==> config.mk <==
export PLATFORM = sky130hd
export DESIGN_NAME = nabp_ramp_filter
export DESIGN_NICKNAME = d
export VERILOG_FILES = /design/src/rtl/nabp_ramp_filter_pkg.sv /design/src/rtl/nabp_fir_mac_pipe.sv /design/src/rtl/nabp_ramp_filter.sv
export SDC_FILE = /design/constraint.sdc
export NUM_CORES = 1
export LEC_CHECK = 0
export CORE_ASPECT_RATIO = 0.9
export CORE_UTILIZATION = 40
export CTS_BUF_LIST = sky130_fd_sc_hd__clkbuf_2 sky130_fd_sc_hd__clkbuf_4 sky130_fd_sc_hd__clkbuf_8
export CTS_CLUSTER_DIAMETER = 200
export DETAILED_ROUTE_END_ITERATION = 16
export SLEW_MARGIN = 20
export SYNTH_ARGS = -nofsm -noshare
export SYNTH_HDL_FRONTEND = slang
export SYNTH_SLANG_ARGS = --single-unit
==> constraint.sdc <==
create_clock -name clk -period 9 [get_ports clk]
set_input_delay 1.35 -clock clk [delete_from_list [all_inputs] [get_ports clk]]
set_output_delay 1.35 -clock clk [all_outputs]
set_load 0.02 [all_outputs]
==> src/rtl/nabp_ramp_filter_pkg.sv <==
// Shared constants, state encoding and coefficient generator for the ramp (Ram-Lak) FIR stage.
package nabp_ramp_filter_pkg;

  localparam int unsigned kFilteredDataLength = 16;
  localparam int unsigned kSLength            = 8;
  localparam int unsigned kDataW              = 8;
  localparam int unsigned kNumTaps            = 7;
  localparam int unsigned kCoefW              = 12;
  localparam int unsigned kCoefFrac           = 10;

  localparam real kPi = 3.14159265358979;

  typedef enum logic [1:0] {
    StIdle,
    StFill,
    StFlush,
    StDrain
  } ramp_state_e;

  // Ram-Lak tap n quantised to frac bits: 0.25 at n=0, 0 for even n, -1/(n^2 pi^2) for odd n.
  function automatic int ramp_coef(int n, int frac);
    real r;
    int  m;
    m = (n < 0) ? -n : n;
    if (m == 0) return 1 << (frac - 2);
    if ((m % 2) == 0) return 0;
    r = (2.0 ** frac) / (kPi * kPi * real'(m * m));
    return -$rtoi(r + 0.5);
  endfunction

endpackage

==> src/rtl/nabp_fir_mac_pipe.sv <==
// Three-stage multiply / pairwise-add / round-and-saturate pipeline for the ramp filter.
module nabp_fir_mac_pipe
  import nabp_ramp_filter_pkg::*;
#(
  parameter int unsigned DATA_W    = kDataW,
  parameter int unsigned OUT_W     = kFilteredDataLength,
  parameter int unsigned NUM_TAPS  = kNumTaps,
  parameter int unsigned COEF_W    = kCoefW,
  parameter int unsigned COEF_FRAC = kCoefFrac
) (
  input  logic                         clk,
  input  logic                         reset_n,
  input  logic                         shift_en_i,
  input  logic                         valid_i,
  input  logic                         last_i,
  input  logic [NUM_TAPS*DATA_W-1:0]   window_i,
  output logic [OUT_W-1:0]             out_val_o,
  output logic                         out_valid_o,
  output logic                         out_last_o
);

  localparam int unsigned H         = (NUM_TAPS - 1) / 2;
  localparam int unsigned PROD_W    = COEF_W + DATA_W + 1;
  localparam int unsigned NUM_PAIRS = (NUM_TAPS + 1) / 2;
  localparam int unsigned SUM_W     = PROD_W + $clog2(NUM_TAPS) + 1;

  localparam logic signed [SUM_W-1:0] kMax = {{(SUM_W - OUT_W + 1){1'b0}}, {(OUT_W - 1){1'b1}}};
  localparam logic signed [SUM_W-1:0] kMin = {{(SUM_W - OUT_W + 1){1'b1}}, {(OUT_W - 1){1'b0}}};

  logic signed [PROD_W-1:0] prod_d [NUM_TAPS];
  logic signed [PROD_W-1:0] prod_q [NUM_TAPS];
  logic signed [SUM_W-1:0]  pair_d [NUM_PAIRS];
  logic signed [SUM_W-1:0]  pair_q [NUM_PAIRS];
  logic signed [SUM_W-1:0]  total, rounded, scaled;
  logic        [OUT_W-1:0]  sat_d, out_val_q;
  logic                     s1_valid_q, s2_valid_q, out_valid_q;
  logic                     s1_last_q, s2_last_q, out_last_q;

  // Window slot i holds x[k+H-i], so its coefficient is h[H-i].
  for (genvar i = 0; i < NUM_TAPS; i++) begin : g_tap
    localparam logic signed [COEF_W-1:0] Coef = COEF_W'(ramp_coef(int'(H) - i, COEF_FRAC));
    logic signed [DATA_W:0] x_ext;
    assign x_ext     = {1'b0, window_i[i*DATA_W +: DATA_W]};
    assign prod_d[i] = PROD_W'(Coef) * PROD_W'(x_ext);
  end

  for (genvar p = 0; p < NUM_PAIRS; p++) begin : g_pair
    if (2 * p + 1 < NUM_TAPS) begin : g_two
      assign pair_d[p] = SUM_W'(prod_q[2*p]) + SUM_W'(prod_q[2*p+1]);
    end else begin : g_one
      assign pair_d[p] = SUM_W'(prod_q[2*p]);
    end
  end

  always_comb begin
    total = '0;
    for (int p = 0; p < NUM_PAIRS; p++) total = total + pair_q[p];
    rounded = total + SUM_W'(1 << (COEF_FRAC - 1));
    scaled  = rounded >>> COEF_FRAC;
    if (scaled > kMax) begin
      sat_d = kMax[OUT_W-1:0];
    end else if (scaled < kMin) begin
      sat_d = kMin[OUT_W-1:0];
    end else begin
      sat_d = scaled[OUT_W-1:0];
    end
  end

  always_ff @(posedge clk) begin
    if (!reset_n) begin
      for (int i = 0; i < NUM_TAPS; i++) prod_q[i] <= '0;
      for (int p = 0; p < NUM_PAIRS; p++) pair_q[p] <= '0;
      out_val_q   <= '0;
      s1_valid_q  <= 1'b0;
      s2_valid_q  <= 1'b0;
      out_valid_q <= 1'b0;
      s1_last_q   <= 1'b0;
      s2_last_q   <= 1'b0;
      out_last_q  <= 1'b0;
    end else begin
      if (shift_en_i) begin
        for (int i = 0; i < NUM_TAPS; i++) prod_q[i] <= prod_d[i];
      end
      if (s1_valid_q) begin
        for (int p = 0; p < NUM_PAIRS; p++) pair_q[p] <= pair_d[p];
      end
      if (s2_valid_q) out_val_q <= sat_d;
      s1_valid_q  <= shift_en_i & valid_i;
      s1_last_q   <= shift_en_i & valid_i & last_i;
      s2_valid_q  <= s1_valid_q;
      s2_last_q   <= s1_last_q;
      out_valid_q <= s2_valid_q;
      out_last_q  <= s2_last_q;
    end
  end

  assign out_val_o   = out_val_q;
  assign out_valid_o = out_valid_q;
  assign out_last_o  = out_last_q;

endmodule

==> src/rtl/nabp_ramp_filter.sv <==
// Streaming ramp FIR stage: line FSM, zero padding and delay line in front of the MAC pipeline.
module nabp_ramp_filter
  import nabp_ramp_filter_pkg::*;
#(
  parameter int unsigned DATA_W    = kDataW,
  parameter int unsigned OUT_W     = kFilteredDataLength,
  parameter int unsigned S_W       = kSLength,
  parameter int unsigned NUM_TAPS  = kNumTaps,
  parameter int unsigned COEF_W    = kCoefW,
  parameter int unsigned COEF_FRAC = kCoefFrac
) (
  input  logic              clk,
  input  logic              reset_n,
  input  logic              start_i,
  input  logic [S_W-1:0]    line_len_i,
  input  logic [DATA_W-1:0] in_val_i,
  input  logic              in_valid_i,
  output logic              in_ready_o,
  output logic [OUT_W-1:0]  out_val_o,
  output logic              out_valid_o,
  output logic              out_last_o,
  output logic              busy_o
);

  localparam int unsigned H    = (NUM_TAPS - 1) / 2;
  localparam int unsigned PadW = $clog2(H + 1);

  ramp_state_e                state_q, state_d;
  logic [S_W-1:0]             len_q, len_d;
  logic [S_W-1:0]             in_cnt_q, in_cnt_d;
  logic [PadW-1:0]            pad_cnt_q, pad_cnt_d;
  logic [PadW-1:0]            warm_q, warm_d;
  logic [NUM_TAPS*DATA_W-1:0] win_q, win_d;
  logic [DATA_W-1:0]          shift_data;
  logic                       shift, clear_win, in_ready, tag_last, tag_valid;
  logic                       pipe_last;

  always_comb begin
    state_d    = state_q;
    len_d      = len_q;
    in_cnt_d   = in_cnt_q;
    pad_cnt_d  = pad_cnt_q;
    warm_d     = warm_q;
    shift      = 1'b0;
    shift_data = '0;
    in_ready   = 1'b0;
    tag_last   = 1'b0;
    clear_win  = 1'b0;
    unique case (state_q)
      StIdle: begin
        if (start_i && (line_len_i != '0)) begin
          len_d     = line_len_i;
          in_cnt_d  = '0;
          pad_cnt_d = '0;
          warm_d    = '0;
          clear_win = 1'b1;
          state_d   = StFill;
        end
      end
      StFill: begin
        in_ready = 1'b1;
        if (in_valid_i) begin
          shift      = 1'b1;
          shift_data = in_val_i;
          in_cnt_d   = in_cnt_q + S_W'(1);
          if (in_cnt_q == len_q - S_W'(1)) state_d = StFlush;
        end
      end
      StFlush: begin
        // Right padding: zeros are shifted in unconditionally.
        shift     = 1'b1;
        pad_cnt_d = pad_cnt_q + PadW'(1);
        if (pad_cnt_q == PadW'(H - 1)) begin
          tag_last = 1'b1;
          state_d  = StDrain;
        end
      end
      StDrain: begin
        if (pipe_last) state_d = StIdle;
      end
      default: state_d = StIdle;
    endcase
    // The first H shifts only prime the window; every later shift yields one output.
    if (shift && (warm_q != PadW'(H))) warm_d = warm_q + PadW'(1);
  end

  assign tag_valid = shift && (warm_q == PadW'(H));
  assign win_d     = {win_q[(NUM_TAPS-1)*DATA_W-1:0], shift_data};

  always_ff @(posedge clk) begin
    if (!reset_n) begin
      state_q   <= StIdle;
      len_q     <= '0;
      in_cnt_q  <= '0;
      pad_cnt_q <= '0;
      warm_q    <= '0;
      win_q     <= '0;
    end else begin
      state_q   <= state_d;
      len_q     <= len_d;
      in_cnt_q  <= in_cnt_d;
      pad_cnt_q <= pad_cnt_d;
      warm_q    <= warm_d;
      if (clear_win) begin
        win_q <= '0;
      end else if (shift) begin
        win_q <= win_d;
      end
    end
  end

  nabp_fir_mac_pipe #(
    .DATA_W   (DATA_W),
    .OUT_W    (OUT_W),
    .NUM_TAPS (NUM_TAPS),
    .COEF_W   (COEF_W),
    .COEF_FRAC(COEF_FRAC)
  ) u_mac_pipe (
    .clk        (clk),
    .reset_n    (reset_n),
    .shift_en_i (shift),
    .valid_i    (tag_valid),
    .last_i     (tag_last),
    .window_i   (win_d),
    .out_val_o  (out_val_o),
    .out_valid_o(out_valid_o),
    .out_last_o (pipe_last)
  );

  assign out_last_o = pipe_last;
  assign in_ready_o = in_ready;
  assign busy_o     = (state_q != StIdle);

endmodule
==> results.json, run 1 <==
{
  "fmax_ghz": 0.240,
  "wire_length_of_the_first_global_routing_pass_um": 43300,
  "htreeDepth": 2,
  "post_cts.repair.setup_buffers": 0,
  "hold_wc_startpoint": "u_mac_pipe.s1_last_q",
  "synth_top_flop_cell": "edfxtp_1",
  "timing.rr.end": "u_mac_pipe.out_val_o[12]",
  "horizontal_die_dimension_um": 189,
  "finalSetupViolCount": 0,
  "initial_utilization": 0.407,
  "leakage_power_figure_nw": 6.15,
  "drc": 0,
  "critPathRequiredTime_ps": 9270,
  "criticalPathCategory": "primary input to register",
  "cpLargestDelayFamily": "adder cells",
  "relSlewSlack": 0.485,
  "max_cap_viol_count": 0,
  "critPathLaunchType": "primary input",
  "synth_warnings": 0,
  "dominant_combinational_cell_family_by_area_after_synthesis": "adder cells",
  "cp-end-kind": "register",
  "total_grt_usage": 0.168,
  "seq_area_mm2": 0.00536,
  "cts_tree": "done",
  "antenna_found_initial": 0,
  "clkTransAtPathRegs_ps": 60,
  "run_status": "complete, no violations",
  "post-route-period-util": 0.462,
  "multiInputGateArea_mm2": 0.00647,
  "fp.coreArea_mm2": 0.0310,
  "post_synth_inst_count": 1257,
  "detail_route.wirelength_um": 26100,
  "maximum_number_of_pins_on_one_net_before_global_route_repair": 74,
  "critical_path.most_common_cell": "ha_1",
  "synthesis.area_per_instance_um2": 10.0,
  "synth_compound_gate_area_share": 0.0997,
  "clock_insertion_delay_worst_skew_ps": 540,
  "slowest_stage": "clkdlybuf4s50_1",
  "skew_ps": 23.0,
  "reg2regPathDepth": 11,
  "rsz0062_at_grt": "false",
  "first_pass_iters": 5,
  "synth.area.mux_share": 0.00743,
  "vias_per_cell": 4.93,
  "vias_in_the_first_global_route": 8471,
  "irDropWorstVdd_uv": 92.8,
  "powerDensity_mw_per_mm2": 189,
  "ctsLongestPathBuffers": 3,
  "final_layout_size_suffix_gt1_frac": 0.0703,
  "floorplan.die.height_um": 171,
  "cp_slowest_stage_delay_ps": 480,
  "crit-reg2reg-launch": "u_mac_pipe.pair_q[3][18]",
  "1st_iter_drt_viols": 420,
  "cts_buf_count": 37,
  "synth_fp_nets": 1471,
  "gr-total-overflow": 0,
  "holdPathEnd": "u_mac_pipe.s2_last_q",
  "maxUsedRoutingLayer": "met4",
  "synthXorXnorAreaFrac": 0.0305,
  "synth_seq_cells": 209,
  "crit_path_start": "in_valid_i",
  "design.die.area_mm2": 0.0323,
  "gp_congestion": 0.819,
  "routedLengthMet1_um": 13000,
  "area_delta_synth_final_pct": 12.3,
  "filler_cell_count": 3039,
  "routed_met3_length_um": 886,
  "wl_met2_um": 11700,
  "crit_fanout": 12,
  "drt-wirelength-per-cell_um": 15.1,
  "yosysUniqueCellTypes": 70,
  "hold_viol_final": 0,
  "synth_sequential_area_ratio": 0.424,
  "layout_min_cycle_time_ps": 4160,
  "fin_util": 0.458,
  "clk_root_buffer_cell": "clkbuf_8",
  "number_of_synthesized_flops_with_an_enable_pin": 117,
  "min-delay-path-class": "register to register",
  "drt.antenna.violating_nets": 0,
  "finalNetCount": 1513,
  "report.final.slew_viol_count": 0,
  "finalSetupTns_ps": 0,
  "ioPinCount": 40,
  "cts.sinks": 209,
  "vias": 8542,
  "dp_hpwl_um": 19000,
  "synth_fa_ha_area_frac": 0.224,
  "min_path_cells": 1,
  "synth-async-reset-ratio": 0,
  "number_of_diodes_added_for_antenna_fixing": 0,
  "post-layout-total-power_mw": 2.68,
  "number_of_i_o_port_buffers": 39,
  "detailed_place.area_mm2": 0.0134,
  "simple_gate_fraction_of_synth_area": 0.150,
  "tightestPinTransition_ps": 753,
  "worstPathBufferInverterCount": 3,
  "post_cts_resize_count": 0,
  "num_rows": 61,
  "mappedNetlistArea_mm2": 0.0126,
  "cts.hold.buffers_added": 0,
  "layout.cell_area.non_filler_mm2": 0.0142,
  "r2r_setup_slack_ps": 4880,
  "critical_path.cell_chain": "clkdlybuf4s50_1 -> and2_1 -> buf_4 -> nand2_1 -> inv_1 -> ha_1 -> ha_1 -> ha_1 -> fa_1 -> a21o_1 -> a21oi_1 -> o21bai_1 -> a21oi_1 -> nor2b_1 -> nor3_1",
  "cp_data_arrival_time_ps": 4430
}
worst max-delay path by stage:
stage	end	cells past startpoint
after floorplan	u_mac_pipe.prod_q[0][9]	13
final	u_mac_pipe.prod_q[0][9]	15
after global routing	u_mac_pipe.out_val_o[12]	11
after detailed placement	u_mac_pipe.prod_q[0][10]	14
after CTS	u_mac_pipe.prod_q[0][10]	14
after global placement	u_mac_pipe.prod_q[0][9]	15
cell type report:
class                      instances  area share
clock buffer                      51      0.0446
clock inverter                    12     0.00803
inverter                         170      0.0450
multi-input combinational        832       0.456
sequential                       209       0.378
tap                              409      0.0361
timing repair buffer              49      0.0325
per-layer routing:
metal  global-route usage  vias up
li1                     -     4390
met1                0.234     3997
met2                0.269      119
met3               0.0279       36
met4               0.0519        0
met5                    0        -
flip-flops by register name, summed over array words and instances (netlist names), 2 cells and up:
signal                flops
warm_q                    2
win_q                    48
in_cnt_q                  8
len_q                     8
u_mac_pipe.pair_q        57
u_mac_pipe.prod_q        60
state_q                   2
pad_cnt_q                 2
u_mac_pipe.out_val_o     16
cell usage in the layout (no fill, tap or decap), types with 27 or more instances in the layout:
cell and instances:
inv_1 170, ha_1 141, nand2_1 132, edfxtp_1 117, a21oi_1 96, dfxtp_1 92, nor2_1 75, and3_1 74
fa_1 53, clkbuf_8 40, clkdlybuf4s50_1 38, xnor2_1 27
cells in the mapped netlist (9+ instances only):
master      n  area (um^2)
a211oi_1    9         67.6
a21o_1     13         97.6
a21oi_1    96          480
and2_1     10         62.6
and3_1     74          463
clkbuf_1   39          146
dfxtp_1    92         1840
edfxtp_1  117         3510
fa_1       53         1060
ha_1      141         1760
inv_1     170          638
nand2_1   133          499
nand3_1    19         95.1
nand4_1    14         87.6
nor2_1     75          282
nor3_1     12         60.1
o21ai_0    21          105
o21bai_1   10         75.1
xnor2_1    27          236
xor2_1     17          149
power by group:
part	total [mW]	internal (mW)	switching, mW
clock	0.900	0.512	0.388
sequential	1.11	1.08	0.0337
combinational	0.671	0.246	0.425
total	2.68	1.83	0.847
through the flow:
step | setup WS (ps) | hold WS [ps] | std cells
after floorplan | 4910 | 412 | 1257
after global placement | 4320 | 417 | 1669
after detailed placement | 4310 | 420 | 1669
after CTS | 4860 | 437 | 1732
after global routing | 4630 | 466 | 1732
final | 4840 | 437 | 1732
logic make-up after synthesis:
kind of cell | after synthesis
AOI/OAI and AO/OA | 201
xor gates and xnor gates | 44
adders and majority gates | 194
buffers and inverters | 216
DFF | 209
muxes | 9
and+or+nand+nor | 384
Power figures use the tool's default switching activity.
==> run 2: changes to the inputs <==
Clock period 9 ns to 3.7 ns, I/O delays scaled along.
==> run 2 against run 1 <==
  * Clock-buffer cell count grew 3
  * Clock skew shrank 5.5 ps
  * Routed wire length increased by 3.9%
  * Via count rose by 3.6%
  * Global-route usage is 0.44 points higher
  * Die area did not move
  * Critical path type is now register to register
  * Critical endpoint is now u_mac_pipe.out_val_o[12]
  * Highest routed layer unchanged
==> results.json, run 2 (synthesized netlist as in run 1, its figures left out) <==
{
  "run_status": "complete, no violations",
  "clock_power_share": 0.329,
  "layout.cell_area.non_filler_mm2": 0.0148,
  "min-delay-path-class": "primary input to register",
  "vias_per_cell": 4.95,
  "timing.rr.end": "u_mac_pipe.out_val_o[12]",
  "maximum_number_of_pins_on_one_net_before_global_route_repair": 85,
  "power.combinational.fraction": 0.277,
  "report.final.slew_viol_count": 0,
  "power.internal_mw": 4.69,
  "total_grt_usage": 0.173,
  "setup.worst_path.end": "u_mac_pipe.out_val_o[12]",
  "number_of_diodes_added_for_antenna_fixing": 0,
  "fin_ws_ps": 90.8,
  "detailedPlace.worstSlack_ps": -89.8,
  "ctsLongestPathBuffers": 3,
  "sw_frac_of_total": 0.314,
  "drc": 0,
  "horizontal_die_dimension_um": 189,
  "largest_register_ffs": 60,
  "clock_insertion_delay_worst_skew_ps": 540,
  "num_rows": 61,
  "skew_ps": 17.5,
  "critical_path.cell_chain": "inv_1 -> fa_1 -> inv_1 -> fa_2 -> fa_1 -> ha_4 -> o21ai_0 -> nor2_1 -> or4_4 -> nand4b_1 -> a2111oi_1 -> or3b_1",
  "gp_congestion": 0.842,
  "layout_min_cycle_time_ps": 3610,
  "first_pass_iters": 5,
  "fin_worst_hold_slack_ps": 427,
  "design.die.area_mm2": 0.0323,
  "vias": 8847,
  "cts.sinks": 209,
  "leakage_power_figure_nw": 6.41,
  "crit-reg2reg-launch": "u_mac_pipe.pair_q[3][8]",
  "instances_no_fill": 1786,
  "1st_iter_drt_viols": 411,
  "clk_root_buffer_cell": "clkbuf_8",
  "powerDensity_mw_per_mm2": 462,
  "post-place-cells": 1714,
  "detailed_place.area_mm2": 0.0139,
  "critPathRequiredTime_ps": 4100,
  "finalSetupViolCount": 0,
  "cts_buf_count": 38,
  "wire_length_of_the_first_global_routing_pass_um": 44400,
  "rsz0062_at_grt": "true",
  "max_cap_viol_count": 0,
  "finalNetCount": 1564,
  "post-layout-total-power_mw": 6.83,
  "hold_viol_final": 0,
  "area_delta_synth_final_pct": 17.2,
  "cp_slowest_stage_delay_ps": 580,
  "clkTransAtPathRegs_ps": 60,
  "layout_top_registers": "u_mac_pipe.prod_q x60, u_mac_pipe.pair_q x57, win_q x48",
  "post-route-period-util": 0.975,
  "cp_data_arrival_time_ps": 4010,
  "reg2regPathDepth": 12,
  "detail_route.wirelength_um": 27100,
  "relSlewSlack": 0.427,
  "cp-end-kind": "register",
  "r2r_setup_slack_ps": 90,
  "floorplan.die.height_um": 171,
  "crit_fanout": 5,
  "irDropWorstVdd_uv": 214,
  "top_register": "u_mac_pipe.prod_q",
  "slowest_stage": "fa_1",
  "number_of_i_o_port_buffers": 39,
  "cts_tree": "done",
  "vias_in_the_first_global_route": 8765,
  "initial_utilization": 0.407,
  "dp_hpwl_um": 19900,
  "final_layout_size_suffix_gt1_frac": 0.125,
  "drt.antenna.violating_nets": 0,
  "tightestPinTransition_ps": 859,
  "final_common_cell": "inv_1",
  "sequentialPowerShare": 0.394,
  "finalSetupTns_ps": 0,
  "htreeDepth": 2,
  "fmax_ghz": 0.277,
  "power.switching_mw": 2.14,
  "drt-wirelength-per-cell_um": 15.2,
  "antenna_found_initial": 0,
  "crit_path_start": "u_mac_pipe.pair_q[3][8]",
  "ioPinCount": 40,
  "mostFrequentLayoutCells": "169 x inv_1, 132 x nand2_1, 127 x ha_1, 117 x edfxtp_1, 93 x a21oi_1",
  "fp.coreArea_mm2": 0.0310,
  "critPathLaunchType": "register",
  "fin_util": 0.477,
  "gr-total-overflow": 0,
  "criticalPathCategory": "register to register"
}
-- run 2: timing repair --
item	in CTS	in global routing
setup endpoints to repair	2	12
endpoints found under the hold margin	0	0
buffers inserted	2	3
hold buffers	0	0
gates resized for setup	2	19
pin swaps	3	11
-- run 2: power by group through the flow --
stage	registers (mW)	clock network [mW]	logic [mW]
detailed placement	2.74	0	1.82
global route	2.70	2.41	2.13
finish	2.69	2.25	1.89
global placement	2.74	0	1.80
CTS	2.69	2.31	1.84
floorplan	2.72	0	1.26
-- run 2: layout make-up --
cell class / instances / area [um^2]
sequential: 209 / 5360
clock inverter: 13 / 114
inverter: 170 / 642
tap: 409 / 512
timing repair buffer: 99 / 861
multi-input combinational: 832 / 6650
fill: 2962 / 16200
clock buffer: 54 / 662
-- run 2: how the worst min path moves through the flow --
stage	slack (ps)	start	cells after the start	endpoint
after floorplan	410	u_mac_pipe.s2_last_q	1	u_mac_pipe.out_last_o
after global placement	420	u_mac_pipe.s2_last_q	1	u_mac_pipe.out_last_o
after detailed placement	420	u_mac_pipe.s1_last_q	1	u_mac_pipe.s2_last_q
after CTS	400	reset_n	3	u_mac_pipe.out_val_o[10]
after global routing	420	reset_n	3	u_mac_pipe.out_val_o[10]
final	430	reset_n	3	u_mac_pipe.out_val_o[10]
-- run 2: per-layer routing --
layer,track usage,wire length [um],share of wire,vias up
li1,-,-,-,4492
met1,0.236,13100,0.48,4166
met2,0.280,12300,0.45,143
met3,0.0306,1240,0.046,46
met4,0.0515,499,0.018,0
met5,0,0,0,-
-- run 2: worst max-delay path, delay by kind of cell, from the launching register on --
family          cells  cell delay (ps)
simple gates        4             1100
compound gates      2              260
flops               1              320
buf+inv             2              110
fa+ha+maj           4             1690
